===== src/rtl/reg_reader_pkg.sv =====
// Shared definitions for the register-bank stream reader: FSM encodings and
// output buffer sizing.
package reg_reader_pkg;

  typedef enum logic [1:0] {
    S_IDLE  = 2'd0,
    S_READ  = 2'd1,
    S_DRAIN = 2'd2
  } state_t;

  localparam int BUF_DEPTH = 2;
  localparam int OCC_W     = $clog2(BUF_DEPTH + 1);

  // Saturating 16-bit increment used by the optional stall counter.
  function automatic logic [15:0] sat_inc16(input logic [15:0] v);
    return (v == 16'hFFFF) ? v : v + 16'd1;
  endfunction

endpackage


===== src/rtl/reg_skid_buf.sv =====
// Two-entry in-order buffer between the bank read port and the stream output.
// The head entry drives popData directly from a register.
module reg_skid_buf
  import reg_reader_pkg::*;
#(
  parameter int LEN = 9
) (
  input  logic             clk,
  input  logic             reset,
  input  logic             push,
  input  logic [LEN-1:0]   pushData,
  output logic             popValid,
  output logic [LEN-1:0]   popData,
  input  logic             popReady,
  output logic [OCC_W-1:0] occupancy
);

  logic [LEN-1:0] head;
  logic [LEN-1:0] tail;
  logic           pop;

  always_comb begin
    popValid = (occupancy != {OCC_W{1'b0}});
    popData  = head;
    pop      = popValid && popReady;
  end

  // Simultaneous push and pop keep occupancy and shift the tail forward.
  always_ff @(posedge clk or posedge reset) begin
    if (reset) begin
      head      <= {LEN{1'b0}};
      tail      <= {LEN{1'b0}};
      occupancy <= {OCC_W{1'b0}};
    end else begin
      case ({push, pop})
        2'b10: begin
          if (occupancy == {OCC_W{1'b0}}) begin
            head      <= pushData;
            occupancy <= occupancy + OCC_W'(1);
          end else if (occupancy == OCC_W'(1)) begin
            tail      <= pushData;
            occupancy <= occupancy + OCC_W'(1);
          end
        end
        2'b01: begin
          head      <= tail;
          occupancy <= occupancy - OCC_W'(1);
        end
        2'b11: begin
          if (occupancy == OCC_W'(1)) begin
            head <= pushData;
          end else begin
            head <= tail;
            tail <= pushData;
          end
        end
        default: begin
        end
      endcase
    end
  end

endmodule


===== src/rtl/reg_stream_reader.sv =====
// Burst read sequencer: reads `count` bank entries from baseAddr and streams
// them out on valid/ready. Optional feature macro: READER_STALL_CNT_EN.
module reg_stream_reader
  import reg_reader_pkg::*;
#(
  parameter int LEN      = 9,
  parameter int ADDR_LEN = 4,
  parameter int CNT_LEN  = 5
) (
  input  logic                clk,
  input  logic                reset,
  input  logic                start,
  input  logic [ADDR_LEN-1:0] baseAddr,
  input  logic [CNT_LEN-1:0]  count,
  output logic                busy,
  output logic                done,
  output logic                rdEn,
  output logic [ADDR_LEN-1:0] rdAddr,
  input  logic [LEN-1:0]      rdData,
  output logic [LEN-1:0]      dataOut,
  output logic                dataValid,
  input  logic                dataReady
`ifdef READER_STALL_CNT_EN
  ,
  output logic [15:0]         stallCnt
`endif
);

  state_t              state;
  logic [ADDR_LEN-1:0] addr;
  logic [CNT_LEN-1:0]  remaining;
  logic                in_flight;
  logic                done_idle;
  logic [OCC_W-1:0]    occupancy;
  logic [OCC_W:0]      pending;
  logic                pop_fire;
  logic                room;
  logic                last_pop;

  reg_skid_buf #(.LEN(LEN)) u_buf (
    .clk       (clk),
    .reset     (reset),
    .push      (in_flight),
    .pushData  (rdData),
    .popValid  (dataValid),
    .popData   (dataOut),
    .popReady  (dataReady),
    .occupancy (occupancy)
  );

  // A pop this cycle frees a slot for the word the next read will return.
  always_comb begin
    pop_fire = dataValid && dataReady;
    pending  = {1'b0, occupancy} + {{OCC_W{1'b0}}, in_flight};
    room     = (pending < (OCC_W+1)'(BUF_DEPTH)) ||
               ((pending == (OCC_W+1)'(BUF_DEPTH)) && pop_fire);
    rdEn     = (state == S_READ) && (remaining != {CNT_LEN{1'b0}}) && room;
    last_pop = (state == S_DRAIN) && pop_fire && (pending == (OCC_W+1)'(1));
    done     = done_idle || last_pop;
    busy     = (state != S_IDLE) && !last_pop;
    rdAddr   = addr;
  end

  always_ff @(posedge clk or posedge reset) begin
    if (reset) begin
      state     <= S_IDLE;
      addr      <= {ADDR_LEN{1'b0}};
      remaining <= {CNT_LEN{1'b0}};
      in_flight <= 1'b0;
      done_idle <= 1'b0;
    end else begin
      in_flight <= rdEn;
      done_idle <= 1'b0;
      case (state)
        S_IDLE: begin
          if (start) begin
            addr      <= baseAddr;
            remaining <= count;
            if (count == {CNT_LEN{1'b0}}) begin
              done_idle <= 1'b1;
            end else begin
              state <= S_READ;
            end
          end
        end
        S_READ: begin
          if (rdEn) begin
            addr      <= addr + ADDR_LEN'(1);
            remaining <= remaining - CNT_LEN'(1);
            if (remaining == CNT_LEN'(1)) begin
              state <= S_DRAIN;
            end
          end
        end
        S_DRAIN: begin
          if (last_pop) begin
            state <= S_IDLE;
          end
        end
        default: state <= S_IDLE;
      endcase
    end
  end

`ifdef READER_STALL_CNT_EN
  always_ff @(posedge clk or posedge reset) begin
    if (reset) begin
      stallCnt <= 16'd0;
    end else if ((state == S_IDLE) && start) begin
      stallCnt <= 16'd0;
    end else if (dataValid && !dataReady) begin
      stallCnt <= sat_inc16(stallCnt);
    end
  end
`endif

endmodule


===== config.mk =====
export PLATFORM = sky130hd
export DESIGN_NAME = reg_stream_reader
export DESIGN_NICKNAME = d
export VERILOG_FILES = /design/src/rtl/reg_reader_pkg.sv /design/src/rtl/reg_skid_buf.sv /design/src/rtl/reg_stream_reader.sv
export SDC_FILE = /design/constraint.sdc
export NUM_CORES = 1
export LEC_CHECK = 0
export ABC_AREA = 1
export BUFFER_PORTS_ARGS = -buffer_cell sky130_fd_sc_hd__buf_2
export CAP_MARGIN = 0
export CORE_MARGIN = 3
export CORE_UTILIZATION = 55
export DETAILED_ROUTE_END_ITERATION = 6
export GPL_TIMING_DRIVEN = 0
export PLACE_DENSITY = 0.79
export SKIP_LAST_GASP = 1
export SLEW_MARGIN = 20
export SYNTH_ARGS = -nofsm -noshare
export SYNTH_HDL_FRONTEND = slang
export SYNTH_SLANG_ARGS = --single-unit
export TNS_END_PERCENT = 100

===== constraint.sdc =====
create_clock -name clk -period 4.6 [get_ports clk]
set_clock_uncertainty 0.1 [all_clocks]
set_input_delay 0.92 -clock clk [delete_from_list [all_inputs] [get_ports clk]]
set_output_delay 0.92 -clock clk [all_outputs]
set_load 0.01 [all_outputs]

# Yosys cells after proc, flatten, opt, wreduce, memory -nomap -nowiden

Cells that the tools add are included.

Add/subtract/negate cells: 5
Reduce and logical (&&, ||, !) cells: 25
Magnitude comparators: 1
Equality and inequality tests: 18
Mux-type cells: 24

Operator list:

| cell                                                   | number |
|---|---|
| two-way mux 9 bit                                      | 4 |
| one-hot mux 9 bit (3 select lines)                     | 1 |
| one-hot mux 9 bit (2 select lines)                     | 1 |
| two-way mux 2 bit                                      | 7 |
| inequality test 2 bit (second input constant)          | 6 |
| two-way mux 5 bit                                      | 2 |
| one-hot mux 5 bit (2 select lines)                     | 1 |
| nonzero test 2 bit                                     | 5 |
| two-way mux 4 bit                                      | 2 |
| one-hot mux 4 bit (2 select lines)                     | 1 |
| logical AND 1 bit                                      | 7 |
| == test 2 x 1 -> 1 bit (second input constant)         | 3 |
| == test 2 bit (second input constant)                  | 3 |
| one-hot mux 2 bit (3 select lines)                     | 1 |
| AND reduction 3 bit                                    | 2 |
| == test 5 x 1 -> 1 bit (second input constant)         | 1 |
| zero test 5 bit                                        | 1 |
| AND reduction 5 bit                                    | 1 |
| nonzero test 5 bit                                     | 1 |
| subtractor 5 x 1 -> 5 bit (second input constant)      | 1 |
| adder 4 x 1 -> 4 bit (second input constant)           | 1 |
| zero test 2 bit                                        | 2 |
| inequality test 2 x 1 -> 1 bit (second input constant) | 2 |
| one-hot mux 2 bit (2 select lines)                     | 1 |
| 12 further kinds                                       | 16 |

Input bits: 22
Word-level logic and storage cells: 81
Bits in registers: 33
Output and inout bits: 17

# Longest topological paths before layout

Depth in word-level cells: 7
Gate-level depth with buffers: 12
Mapped depth without buffers: 12

# Hierarchy

A second synthesis with hierarchy kept.

Cells, all modules: 345
Area total of the unflattened synthesis: 2283.4 um^2

Modules (own cells, without submodules):

| module            | cells each | instances | area an instance (um^2) |
|---|---|---|---|
| reg_skid_buf      | 204        | 1         | 1310.0 |
| reg_stream_reader | 141        | 1         | 973.4 |

# Worst setup path before layout

Ideal clock, no wire load.

Path type: input-to-output
Start: in dataReady
End: out done
Arrival: 1.422 ns
Buffers on the path: 0
Cell stages on the path: 5
Setup slack: 2.158 ns
Cells stage by stage: inv_1 > nor2_2 > nand3b_1 > inv_1 > or2_2

Cells in the longest elaborated chain, start to end: 4

RTL lines:

| element                         | line                    | text |
|---|---|---|
| start, declared                 | reg_stream_reader.sv:22 | `input logic dataReady` |
| logical AND 1 bit               | reg_stream_reader.sv:53 | `pop_fire = dataValid && dataReady;` |
| logical AND 1 bit (2 in series) | reg_stream_reader.sv:58 | `last_pop = (state == S_DRAIN) && pop_fire && (pending == (OCC_W+1)'(1));` |
| logical OR 1 bit                | reg_stream_reader.sv:59 | `done = done_idle \|\| last_pop;` |
| end, declared                   | reg_stream_reader.sv:16 | `output logic done,` |

No other way between the ends.

# Worst setup path in the final report

Start: reg in_flight
End: out done

Cells in the longest elaborated chain, start to end: 4

RTL lines:

| element                | line                    | text |
|---|---|---|
| start, declared        | reg_stream_reader.sv:32 | `logic in_flight;` |
| start signal, assigned | reg_stream_reader.sv:72 | `in_flight <= rdEn;` |
| adder 2 x 1 -> 3 bit   | reg_stream_reader.sv:54 | `pending = {1'b0, occupancy} + {{OCC_W{1'b0}}, in_flight};` |
| == test 3 x 1 -> 1 bit | reg_stream_reader.sv:58 |  |
| logical AND 1 bit      | reg_stream_reader.sv:58 |  |
| logical OR 1 bit       | reg_stream_reader.sv:59 |  |

No other way between the ends.

==> reports/qor.txt <==
DIE
-------------------------------------------------------------------------------------------
Placeable Area ...............................................................  0.00352 mm²
Effective utilization at floorplan ...........................................        60.1%
FP Rows ......................................................................           21
Number of I/O pins ...........................................................           39
Area of the die ..............................................................  0.00462 mm²
Die height ...................................................................      68.0 µm
Width of the die .............................................................      68.0 µm

LAYOUT
-------------------------------------------------------------------------------------------
Number of diodes .............................................................            0
Layout net count .............................................................          359
Fraction of final layout cells sized beyond drive strength 1 .................        20.3%
Post-Route Utilization .......................................................        69.5%
Final cell count without fillers .............................................          371
Signed area change from the synthesized netlist to the final layout ..........        15.8%
Summed area of non-filler cells in the final layout ..........................  0.00245 mm²

WORST SETUP PATH
-------------------------------------------------------------------------------------------
Type of element launching the critical path ..................................     register
Critical path cell sequence .................................................. ha_1 > inv_1 > ha_1 > inv_1 > nand3_1 > nand3b_1 > inv_1 > or2_2 > buf_2
Reg2reg end .................................................................. u_buf.popData[1]
Worst setup path class ....................................................... register to output pin
R2r setup slk ................................................................      2.27 ns
Peak per-stage delay on the critical path ....................................      0.43 ns
Capturing element type of the critical path ..................................   output pin
Worst Reg2Reg Path Length in Cells ...........................................            7
Worst r2r src ................................................................ u_buf.occupancy[1]
Arrival time of data at the critical path endpoint ...........................      1.88 ns
Required arrival time at the worst endpoint ..................................      3.58 ns
Largest fanout on the critical path ..........................................            5
Most Frequent Cell on Critical Path .......................................... sky130_fd_sc_hd__inv_1
Critical Path Slowest Stage Cell ............................................. sky130_fd_sc_hd__dfrtp_1

DETAILED ROUTING
-------------------------------------------------------------------------------------------
Final antenna-violating net count ............................................            0
Wire length after detailed routing ...........................................      4750 µm
Vias per cell ................................................................         5.28
DR vias ......................................................................         1959
Number of design-rule violations left by the first detailed-router iteration .          130
Routed len/inst ..............................................................      12.8 µm
Number of iterations in the first detailed-routing pass ......................            4
DRC ..........................................................................            0

POWER AND IR DROP
-------------------------------------------------------------------------------------------
Clock share of power .........................................................        11.6%
Combinational share of power .................................................        59.8%
Fraction of power consumed by sequential logic ...............................        28.6%
Internal Dissipation .........................................................     0.993 mW
Leakage power of the design ..................................................      1.29 nW
Switching part of the total power ............................................        47.7%
Max VDD drop .................................................................     0.415 mV
NetSw ........................................................................     0.907 mW
Total power density per cell area ............................................   776 mW/mm²

PLACE
-------------------------------------------------------------------------------------------
Port bufs ....................................................................           38
Final HPWL from detailed placement ...........................................      3400 µm
Placed Cells incl. Taps ......................................................          364
Instance area after placement ................................................  0.00236 mm²
GPL Wtd Cong .................................................................        0.825

STA
-------------------------------------------------------------------------------------------
Max-slew headroom at the worst pin ...........................................        51.5%
Minimum clock period after layout ............................................      2.90 ns
Final setup violation count ..................................................            0
Achievable Freq ..............................................................      345 MHz
Final Hold Vio Count .........................................................            0
Hold WS ......................................................................     0.401 ns
Final critical-path share of the clock period ................................        63.1%
Transition at the pin with the smallest max-transition slack .................     0.724 ns
Setup repair after global routing missed its margin ..........................           no
Final sum of negative setup slack ............................................         0 ns
Number of max-slew violations in the final report ............................            0

LOGIC SYNTHESIS
-------------------------------------------------------------------------------------------
Netlist Area Pre-Place .......................................................  0.00211 mm²
Average instance area after synthesis ........................................     7.55 µm²
Post-synthesis cell type count ...............................................           32
Cell type with the highest aggregate area in the netlist ..................... sky130_fd_sc_hd__dfrtp_1
Synth cell count leaders ..................................................... sky130_fd_sc_hd__nand2_1 (89), sky130_fd_sc_hd__dfrtp_1 (33), sky130_fd_sc_hd__inv_1 (28), sky130_fd_sc_hd__nor2_1 (28), sky130_fd_sc_hd__nand3_1 (16)
Top post-synthesis cells by area ............................................. sky130_fd_sc_hd__dfrtp_1 (39%), sky130_fd_sc_hd__nand2_1 (16%), sky130_fd_sc_hd__ha_1 (7.1%), sky130_fd_sc_hd__inv_1 (5.0%), sky130_fd_sc_hd__nor2_1 (5.0%)
Gate Count Post-Synth ........................................................          280
Synth warn ...................................................................            0
Seq/Total Area, Yosys ........................................................        39.1%
Total nets after synthesis ...................................................          314
Share of the synthesized area in the top cell type ...........................        39.1%
Most used DFF post-synth ..................................................... sky130_fd_sc_hd__dfrtp_1
Yosys reg bits ...............................................................           33
Most instantiated library cell after synthesis ............................... sky130_fd_sc_hd__nand2_1
Number of flops mapped to enable cells by yosys ..............................            0
Post-synth ARST share ........................................................         100%

GLOBAL ROUTING
-------------------------------------------------------------------------------------------
Wire length of the first global-routing pass .................................      7980 µm
Overall routing resource usage ...............................................        22.8%
Number of antenna violations at the first check in global routing ............            0
Largest net degree at the start of global routing ............................           34
Vias in the first global route ...............................................         1745
Global-route congestion overflow total .......................................            0

WORST HOLD PATH
-------------------------------------------------------------------------------------------
Path class of the lowest-slack min-delay path ................................ register to register
Hold EP ......................................................................    rdAddr[3]
Worst hold stages ............................................................            2
Beginning of the worst hold path .............................................    rdAddr[3]

CLOCK NETWORK
-------------------------------------------------------------------------------------------
Register clock-pin slew on the reported worst setup and hold paths ...........      0.06 ns
TritonCTS clock tree .........................................................         done
Hold bufs inserted after CTS .................................................            0
CTS H-tree lvls ..............................................................            2
Clock buffer count from CTS ..................................................            5
CTS max path bufs ............................................................            2
Later-pin clock latency in the skew report ...................................      0.28 ns
# Post-CTS Setup Buffers .....................................................            0
Clk Tree Root Cell ........................................................... sky130_fd_sc_hd__clkbuf_8
Number of gates resized after CTS ............................................            0
Number of clock sinks seen by CTS ............................................           33

JOB
-------------------------------------------------------------------------------------------
Max-capacitance violation count ..............................................            0

OUTCOME
-------------------------------------------------------------------------------------------
Run status ...................................................................    completed

==> layout make-up <==
type | instances | area, µm²
Clock buffer | 7 | 86.3
Fill cell | 324 | 1070
Buffer | 7 | 55.1
Sequential cell | 33 | 826
Tap cell | 46 | 57.6
Multi-Input combinational cell | 210 | 1120
Timing Repair Buffer | 38 | 190
Inverter | 30 | 115
==> cell usage in the layout, fill, tap and decap left out, types with 3 or more instances in the layout <==
| master | netlist | final |
|---|---|---|
| sky130_fd_sc_hd__nand2_1 | 89 | 89 |
| sky130_fd_sc_hd__buf_2 | 2 | 40 |
| sky130_fd_sc_hd__dfrtp_1 | 33 | 33 |
| sky130_fd_sc_hd__nor2_1 | 28 | 28 |
| sky130_fd_sc_hd__inv_1 | 28 | 27 |
| sky130_fd_sc_hd__nand3_1 | 16 | 16 |
| sky130_fd_sc_hd__a31oi_1 | 14 | 14 |
| sky130_fd_sc_hd__o21ai_0 | 12 | 12 |
| sky130_fd_sc_hd__ha_1 | 12 | 12 |
| sky130_fd_sc_hd__a22oi_1 | 8 | 8 |
| sky130_fd_sc_hd__clkbuf_8 | 0 | 6 |
| sky130_fd_sc_hd__clkbuf_1 | 2 | 3 |
| sky130_fd_sc_hd__or2_1 | 3 | 3 |
| sky130_fd_sc_hd__nand2_4 | 3 | 3 |
| sky130_fd_sc_hd__o211ai_1 | 3 | 3 |
| sky130_fd_sc_hd__a21oi_1 | 3 | 3 |
| sky130_fd_sc_hd__or2_2 | 3 | 3 |
==> kinds of logic after synthesis <==
family	Yosys count	share of synthesized area, %
AND/OR/NAND/NOR	149	30.1
AO/OA/AOI/OAI	47	14.9
buffers and inverters	37	8.05
flip-flops	33	39.1
adder cells (fa/ha/maj)	12	7.10
XOR/XNOR	2	0.829
==> worst max-delay path by stage <==
| stage | from | end | slack (ns) |
|---|---|---|---|
| final | in_flight | done | 1.70 |
| after floorplan | dataReady | done | 2.16 |
| after detailed placement | dataReady | rdEn | 1.85 |
| after global routing | in_flight | done | 1.54 |
| after global placement | dataReady | rdEn | 1.85 |
| after CTS | in_flight | done | 1.68 |
==> power by group through the flow <==
stage / registers, mW / clock network [mW] / logic, mW
floorplan: 0.554 / 0 / 0.839
global placement: 0.542 / 0 / 1.11
detailed placement: 0.547 / 0 / 1.14
CTS: 0.542 / 0.224 / 1.14
global route: 0.562 / 0.239 / 1.31
finish: 0.544 / 0.220 / 1.14
==> flip-flops by register name, summed over array words and instances (netlist names) <==
signal	count
rdAddr	4
in_flight	1
u_buf.tail	9
u_buf.popData	9
u_buf.occupancy	2
remaining	5
state	2
done_idle	1
==> through the flow <==
step	setup WS (ns)	power, mW
floorplan	2.16	1.39
global placement	1.85	1.65
detailed placement	1.85	1.68
CTS	1.68	1.91
global route	1.54	2.11
finish	1.70	1.90
==> layer usage <==
layer	GRT usage, %	vias to the layer above	part of all wire [%]
met1	32.2	894	48
li1	-	1004	-
met3	5.42	5	5.6
met2	34.9	56	45
met4	5.96	0	0.99
met5	0	-	0
==> critical path, delay by kind of cell, from the launching register on <==
| family | cells | cell delay (ns) |
|---|---|---|
| fa+ha+maj | 2 | 0.46 |
| simple gates | 3 | 0.44 |
| flops | 1 | 0.43 |
| buf+inv | 4 | 0.29 |
No activity file was read; power rests on OpenSTA's default activity.
